[config.mk]
export PLATFORM = sky130hd
export DESIGN_NAME = sar_conv_ctrl
export DESIGN_NICKNAME = d
export VERILOG_FILES = /design/src/rtl/sar_conv_ctrl.sv
export SDC_FILE = /design/constraint.sdc
export NUM_CORES = 1
export LEC_CHECK = 0
export CAP_MARGIN = 10
export CORE_MARGIN = 2
export CORE_UTILIZATION = 35
export DETAILED_ROUTE_END_ITERATION = 10
export DONT_BUFFER_PORTS = 1
export GPL_TIMING_DRIVEN = 0
export PLACE_DENSITY = 0.52
export SYNTH_ARGS = -nofsm -noshare
export SYNTH_HDL_FRONTEND = slang
export SYNTH_SLANG_ARGS = --single-unit
[constraint.sdc]
create_clock -name clk -period 2 [get_ports clk]
set_clock_uncertainty 0.05 [all_clocks]
set_input_delay 0.4 -clock clk [delete_from_list [all_inputs] [get_ports clk]]
set_output_delay 0.4 -clock clk [all_outputs]
set_load 0.02 [all_outputs]
[src/rtl/sar_conv_ctrl.sv]
// sar_conv_ctrl: host-triggered, back-pressured conversion sequencer for a 6-bit SAR ADC.
// Optional build macro SAR_CTRL_AVG_EN: each start runs 4 conversions and returns the rounded mean.
module sar_conv_ctrl #(
  parameter int unsigned SAMPLE_CYCLES = 2,
  parameter int unsigned SETTLE_CYCLES = 1,
  localparam int unsigned NBITS = 6
) (
  input  logic             clk,
  input  logic             rst,
  input  logic             start,
  output logic             busy,
  input  logic             comp_in,
  output logic             comp_en,
  output logic             sample,
  output logic [NBITS-1:0] sw,
  output logic [NBITS-1:0] swb,
  output logic [NBITS-1:0] result,
  output logic             result_valid,
  input  logic             result_ready
);

  localparam int unsigned CNT_W = 4;
  localparam int unsigned IDX_W = 3;
  localparam logic [CNT_W-1:0] SAMPLE_LOAD = CNT_W'(SAMPLE_CYCLES - 1);
  localparam logic [CNT_W-1:0] SETTLE_LOAD =
      (SETTLE_CYCLES > 0) ? CNT_W'(SETTLE_CYCLES - 1) : '0;
  localparam logic [IDX_W-1:0] MSB_IDX = IDX_W'(NBITS - 1);

  typedef enum logic [2:0] {
    S_IDLE,
    S_SAMPLE,
    S_SETTLE,
    S_COMPARE,
    S_HOLD
  } state_t;

  state_t           state_q, state_d;
  logic [IDX_W-1:0] bit_q, bit_d;
  logic [NBITS-1:0] r_q, r_d;
  logic [CNT_W-1:0] cnt_q, cnt_d;
  logic [NBITS-1:0] r_upd;
  logic [NBITS-1:0] final_code;
  logic [NBITS-1:0] result_d;
  logic             result_valid_d;
  logic             busy_d;
  logic             sample_d;
  logic             comp_en_d;
  logic [NBITS-1:0] sw_d;
  logic             free;

  // Current decision register with the bit under test replaced by the comparator output
  assign r_upd = r_q | (NBITS'(comp_in) << bit_q);
  assign free  = ~result_valid | result_ready;

`ifdef SAR_CTRL_AVG_EN
  logic [1:0] conv_q, conv_d;
  logic [7:0] sum_q, sum_d;
  logic [7:0] avg_total;

  // 4 codes of at most 63 plus rounding fit in 8 bits
  assign avg_total  = sum_q + 8'(r_upd) + 8'd2;
  assign final_code = NBITS'(avg_total >> 2);
`else
  assign final_code = r_upd;
`endif

  // Next-state, datapath and registered-output decode
  always_comb begin
    state_d        = state_q;
    bit_d          = bit_q;
    r_d            = r_q;
    cnt_d          = cnt_q;
    result_d       = result;
    result_valid_d = result_valid & ~result_ready;
`ifdef SAR_CTRL_AVG_EN
    conv_d         = conv_q;
    sum_d          = sum_q;
`endif

    unique case (state_q)
      S_IDLE: begin
        if (start) begin
          state_d = S_SAMPLE;
          bit_d   = MSB_IDX;
          r_d     = '0;
          cnt_d   = SAMPLE_LOAD;
`ifdef SAR_CTRL_AVG_EN
          conv_d  = '0;
          sum_d   = '0;
`endif
        end
      end

      S_SAMPLE: begin
        if (cnt_q == '0) begin
          state_d = (SETTLE_CYCLES == 0) ? S_COMPARE : S_SETTLE;
          cnt_d   = SETTLE_LOAD;
        end else begin
          cnt_d = cnt_q - CNT_W'(1);
        end
      end

      S_SETTLE: begin
        if (cnt_q == '0) begin
          state_d = S_COMPARE;
        end else begin
          cnt_d = cnt_q - CNT_W'(1);
        end
      end

      S_COMPARE: begin
        r_d = r_upd;
        if (bit_q != '0) begin
          bit_d   = bit_q - IDX_W'(1);
          state_d = (SETTLE_CYCLES == 0) ? S_COMPARE : S_SETTLE;
          cnt_d   = SETTLE_LOAD;
        end
`ifdef SAR_CTRL_AVG_EN
        else if (conv_q != 2'd3) begin
          // Chain straight into the next conversion of the group
          conv_d  = conv_q + 2'd1;
          sum_d   = sum_q + 8'(r_upd);
          state_d = S_SAMPLE;
          bit_d   = MSB_IDX;
          r_d     = '0;
          cnt_d   = SAMPLE_LOAD;
        end
`endif
        else if (free) begin
          result_d       = final_code;
          result_valid_d = 1'b1;
          state_d        = S_IDLE;
        end else begin
          // Park the finished code in the decision register until the consumer frees the slot
          r_d     = final_code;
          state_d = S_HOLD;
        end
      end

      S_HOLD: begin
        if (free) begin
          result_d       = r_q;
          result_valid_d = 1'b1;
          state_d        = S_IDLE;
        end
      end

      default: state_d = S_IDLE;
    endcase

    busy_d    = (state_d != S_IDLE);
    sample_d  = (state_d == S_SAMPLE);
    comp_en_d = (state_d == S_COMPARE);
    case (state_d)
      S_SAMPLE:            sw_d = '1;
      S_SETTLE, S_COMPARE: sw_d = r_d | (NBITS'(1) << bit_d);
      default:             sw_d = '0;
    endcase
  end

  // State, datapath and output registers
  always_ff @(posedge clk or posedge rst) begin
    if (rst) begin
      state_q      <= S_IDLE;
      bit_q        <= MSB_IDX;
      r_q          <= '0;
      cnt_q        <= '0;
      busy         <= 1'b0;
      sample       <= 1'b0;
      comp_en      <= 1'b0;
      sw           <= '0;
      swb          <= '1;
      result       <= '0;
      result_valid <= 1'b0;
`ifdef SAR_CTRL_AVG_EN
      conv_q       <= '0;
      sum_q        <= '0;
`endif
    end else begin
      state_q      <= state_d;
      bit_q        <= bit_d;
      r_q          <= r_d;
      cnt_q        <= cnt_d;
      busy         <= busy_d;
      sample       <= sample_d;
      comp_en      <= comp_en_d;
      sw           <= sw_d;
      swb          <= ~sw_d;
      result       <= result_d;
      result_valid <= result_valid_d;
`ifdef SAR_CTRL_AVG_EN
      conv_q       <= conv_d;
      sum_q        <= sum_d;
`endif
    end
  end

endmodule

# Word-level counts from Yosys, hierarchy flattened
# Cells that the tools add are included.
dict set report totals {
  ff_bits 38
  out_inout_bits 22
  wordCells 69
}
dict set report op_classes {
  addsub 2
  n_eq_ne 13
  n_shift 2
  muxes 25
  n_bitwise 7
  n_reduce_logical 9
}
# op count
set op_table {}
lappend op_table {{$pmux W6 S2} 3}
lappend op_table {{$mux W3} 8}
lappend op_table {{$mux W6} 4}
lappend op_table {{$mux W4} 4}
lappend op_table {{$pmux W4 S4} 1}
lappend op_table {{$pmux W3 S5} 1}
lappend op_table {{$eq A3 B2 Y1 const B} 4}
lappend op_table {{$ne A2 B2 Y1 const B} 6}
lappend op_table {{$or A6 B6 Y6} 2}
lappend op_table {{$reduce_and A4 Y1} 2}
lappend op_table {{$eq A3 B1 Y1 const B} 2}
lappend op_table {{$not A6 Y6} 1}
lappend op_table {{$pmux W3 S2} 1}
lappend op_table {{$reduce_bool A3 Y1} 2}
lappend op_table {{$shl A1 B3 Y6} 1}
lappend op_table {{$shl A1 B3 Y6 const A} 1}
lappend op_table {{$logic_not A4 Y1} 1}
lappend op_table {{$reduce_bool A4 Y1} 1}
lappend op_table {{$sub A4 B1 Y4 const B} 1}
lappend op_table {{$eq A3 B3 Y1 const B} 1}
lappend op_table {{$logic_not A3 Y1} 1}
lappend op_table {{$sub A3 B1 Y3 const B} 1}
lappend op_table {{$mux W1} 2}
lappend op_table {{$not A1 Y1} 2}
lappend op_table {{5 further kinds} 5}

# Longest topological paths before layout
dict set report depth {
  ltp_word 9
  mapped_depth 8
}

# Worst setup path before layout
# No wires, ideal clock.
dict set report synth_timing {
  kind {register to register}
  from {register bit_q[0]}
  to {register cnt_q[2]}
  setup_time_ps 122
  arrival_ps 1951
  required_time_ps 1828
  path_slack_ps -123
  stages_incl_launch_ff 9
  cell_sequence {dfstp_2 -> clkbuf_1 -> inv_1 -> ha_1 -> and4b_1 -> nor3_2 -> buf_2 -> o311ai_0 -> o2bb2ai_1}
}
dict set report synth_between {
  elab_chain_len 3
}
# item line
set synth_rtl {}
lappend synth_rtl {{start, declared} 38} ;# logic [IDX_W-1:0] bit_q, bit_d;
lappend synth_rtl {{start signal, assigned} 181} ;# bit_q <= bit_d;
lappend synth_rtl {{$reduce_bool A3 Y1} 113} ;# if (bit_q != '0) begin
lappend synth_rtl {{$ne A2 B2 Y1 (no line)} -}
lappend synth_rtl {{$reduce_and A4 Y1 (no line)} -}
lappend synth_rtl {{end signal, assigned} 183} ;# cnt_q <= cnt_d;
lappend synth_rtl {{end, declared} 40} ;# logic [CNT_W-1:0] cnt_q, cnt_d;
# No other way between the ends.
# A chain may end at the register's enable or synchronous reset.

# Worst setup path in the final report
dict set report layout_timing {
  from {register bit_q[0]}
  to {register swb[3]}
}
dict set report layout_between {
  elab_chain_len 7
}
# item line
set layout_rtl {}
lappend layout_rtl {{$sub A3 B1 Y3 / $reduce_bool A3 Y1 (equally long branches)} {114, 113}}
lappend layout_rtl {{$mux W3 (*)} 113}
lappend layout_rtl {{$pmux W3 S2 (*)} 80} ;# unique case (state_q)
lappend layout_rtl {{via bit_d[2]} 38}
lappend layout_rtl {{$shl A1 B3 Y6 (*)} 156} ;# S_SETTLE, S_COMPARE: sw_d = r_d | (NBITS'(1) << bit_d);
lappend layout_rtl {{$or A6 B6 Y6 (*)} 156}
lappend layout_rtl {{$pmux W6 S2 (*)} 154} ;# case (state_d)
lappend layout_rtl {{$not A6 Y6 (*)} 188} ;# swb <= ~sw_d;
lappend layout_rtl {{end signal, assigned} 188}
lappend layout_rtl {{end, declared} 16} ;# output logic [NBITS-1:0] swb,
# Mark *: on every way through the listed nets, which the timed path passes. The rest lies on a longest branch.

==> impl_summary.md <==
Run status
The run finished with clean final reports.

Clock tree
The hold buffer count at CTS is 0. The maximum clock path buffer count is 2. Counting every sink on the clock net gives 38. TritonCTS built the clock tree. Clock-pin slew was measured on the worst setup and hold paths at 70 ps. The clock latency reported for the late side of the worst-skew pair is 280 ps. The number of buffers inserted during clock tree synthesis is 5.

The cell sitting at the root of the clock tree is a clkbuf_8. The number of H-tree levels is 2.

Detailed routing
Dividing the detail-routed wire length by the instance count gives 16.0 µm. Dividing the detail-routed via count by the number of cells gives 5.35. The overall via count from detail_route is 1,439. The detail route stage leaves a number of antenna-violating nets equal to 0.

The aggregate routed wire length is 4.31 mm. For this run, design rule violations remaining after detail routing come to 0. The first-pass iteration count of the detailed router is 4.

The violation count after the first detailed-route iteration is 83.

Worst setup path
The critical path goes through inv_1 -> ha_1 -> nand4b_4 -> mux2i_4 -> nand2_2 -> o41a_1. Broken down by cell family, the worst path's largest delay share belongs to flip-flops. In this design, the stage delay of the slowest critical-path cell is 540 ps. Across all register-to-register paths, the minimum setup slack is 70 ps. The critical path in this run is classified as reg -> reg. The worst register-to-register path ends at swb[3]. Among all stages on the critical path, the largest delay is contributed by dfstp_2.

The depth of the most critical reg-to-reg path is 6. The worst setup path is launched from a flip-flop. The worst-path maximum fanout is 5. The data required time of the critical path is 2150 ps. The sum of buffers and inverters on the critical path is 1. The worst setup path is captured at a flip-flop.

The data arrival time of the worst path is 2080 ps. The worst register-to-register path begins at bit_q[0].

Timing
At the pin with the least slew margin, the transition time is 785 ps. For this run, the top clock speed supported by timing is 0.519 GHz. The aggregate negative setup slack is 0 ps. The number of pins with negative max-slew slack in the final report is 0.

In this run the tightest slew margin relative to its limit is 47.6%. Setup repair after global routing could not meet its margin everywhere. Setup violations remaining at the end of the flow were counted as 0.

Of the available clock period, the critical path in the final layout requires 96.3%. The number of failing hold endpoints at the final stage was 0. The clock period could shrink to 1930 ps.

Synthesis
The top flip-flop cell by instance count after synthesis is dfrtp_1. The count of synthesis-stage warnings from yosys is 0. Synthesis produced a netlist with a net count of 189. The average cell area after synthesis is 10.8 µm².

After synthesis, the cell types taking the most area are dfrtp_1 38%, dfstp_2 11%, mux2_2 3.5%. The cell with the most instances after synthesis is dfrtp_1. The count of flip-flops with a built-in enable after synthesis is 0.

The mapped cell area is 1950 µm². The number of synthesized register bits is 38. The top cell type by total area after synthesis is dfrtp_1. The sequential fraction of the synthesis area is 49.3%. The share of synthesized area in the top cell type comes to 38.5%. The commonest cells after synthesis are 30 x dfrtp_1, 12 x nor2_1.

In the synthesized netlist the async set-or-reset flop fraction comes to 100%. The gate count after technology mapping is 181. The number of distinct library cells after synthesis is 54.

Global route
The total global routing overflow is 0. Entering global routing, the biggest net connects 21 pins. The initial antenna violation count is 0.

The number of global-route vias before repair is 1,430. Across every metal layer, demand over resource in global routing totals 14.7%. The first global-routing pass estimated 7.07 mm of wire.

Cells and area
After the last flow step, the layout net total stands at 204. The filler cells instantiated in the layout total 513. The share of final-layout standard cells stronger than drive strength 1 is 31.0%. The number of antenna diodes in the final layout is 0.

Summing all multi-input logic gate instances after layout gives 992 µm². Measured on the finished design, the core utilization comes to 42.7%. From synthesis to final layout, the design area changed by 18.9%. The flip-flop and latch area is 963 µm².

Die
The die outline area is 6190 µm². The core area is 5440 µm². 27 I/O pins were placed. The initial utilization of the core area, before any placement, comes to 35.9%.

From left edge to right edge, the die measures 78.7 µm. The count of standard-cell rows is 27. The height of the chip is 78.7 µm.

Power
For this design the ratio of total power to cell area is 1660 nW/µm². Across the VDD grid, the largest voltage drop is 0.000817 V. The analysis attributes to cell leakage a power of 0.00100 µW.

Flow run
The tool flagged a number of max-cap violations equal to 0.

Place
The total half-perimeter wirelength after legalization and detailed placement is 3.12 mm. The routability congestion estimate from global placement is 0.895. In this run the tool buffered the top-level ports with 0 buffer cells.

Min path
The min-delay analysis places its worst path in the category in -> async.
## cells in the final DEF (no fill, tap or decap), types with 2 or more instances in the layout
master and count:
ha_2 2, o41ai_2 2, nand2b_1 3, inv_1 9, nor2_1 12, dfrtp_1 28
o31ai_1 3, nor4_1 2, nor2b_1 7, a21oi_1 7, o31a_1 4, buf_4 9
a31o_2 2, buf_6 4, dfstp_2 8, o41a_1 2, dfrtp_2 2, mux2i_1 4
and2_1 3, clkbuf_1 4, nor3_1 2, a31oi_1 3, clkbuf_8 5, o21ai_0 9
a21o_1 3, nand3_1 4, o21bai_1 3, nand2_1 8, mux2_2 6
## worst reg2reg max path, delay by kind of cell, from the launching register on
kind | cells | cell delay, ps
flops | 1 | 540
buf+inv | 1 | 80
simple gates | 2 | 260
fa+ha+maj | 1 | 240
mux | 1 | 280
compound gates | 1 | 400
## cell type report
type	instances	share of cell area (%)
Multi-Input combinational cell	124	42.8
Clock buffer	8	3.45
Inverter	10	1.62
Tap cell	72	3.88
Buffer	7	2.64
Sequential cell	38	41.5
Timing Repair Buffer	10	4.10
## state kept, by name, indices dropped and copies added (netlist names)
| name | cells |
|---|---|
| result | 6 |
| cnt_q | 4 |
| r_q | 6 |
| swb | 6 |
| result_valid | 1 |
| sw | 6 |
| sample | 1 |
| busy | 1 |
| bit_q | 3 |
| comp_en | 1 |
| state_q | 3 |
## logic make-up after synthesis
family | count (synthesis) | synth area share (%)
AND/OR/NAND/NOR | 58 | 18.7
AO/OA/AOI/OAI | 52 | 19.1
flip-flops | 38 | 49.3
buffers and inverters | 19 | 5.00
multiplexers | 11 | 6.03
adder cells (fa/ha/maj) | 3 | 1.92
## stage by stage
step / instances / area (µm²) / hold slack, ps / setup slack (ps) / power, µW
5_1_grt: 269 / 2320 / 151 / -19.1 / 4160
4_1_cts: 262 / 2200 / 118 / 12.9 / 3660
3_5_place_dp: 254 / 2070 / 427 / -357 / 3060
6_report: 269 / 2320 / 98.0 / 74.0 / 3860
2_1_floorplan: 181 / 1950 / 440 / 0.278 / 2700
3_3_place_gp: 253 / 2040 / 481 / -318 / 3020
## worst max path at each step
stage | depth (start not counted) | endpoint | slack, ps | from
after global placement | 8 | cnt_q[2] | -320 | bit_q[0]
final | 6 | swb[3] | 70 | bit_q[0]
after CTS | 7 | result[2] | 10 | bit_q[1]
after global routing | 7 | swb[2] | -20 | bit_q[0]
after detailed placement | 8 | cnt_q[2] | -360 | bit_q[0]
after floorplan | 8 | swb[2] | 0.3 | bit_q[0]
## metal layers
metal	GRT usage [%]	part of all wire, %	vias to the layer above
met4	3.68	0.58	0
li1	-	-	689
met5	0	0	-
met1	19.5	45	714
met2	23.5	50	34
met3	4.37	4.6	2
## report_power, final
group	switching, µW	leakage (µW)	total [µW]	internal [µW]
Combinational	969	0.000490	1810	837
Clock	244	0.0000395	492	248
Sequential	443	0.000473	1570	1120
Total	1660	0.00100	3860	2210
## repair_timing
action,CTS,global route
endpoints found under the setup margin,22,14
gates resized for setup,9,14
pin swaps,1,2
setup buffers,2,7
gates cloned,0,0
(Power assumes the default switching activity.)
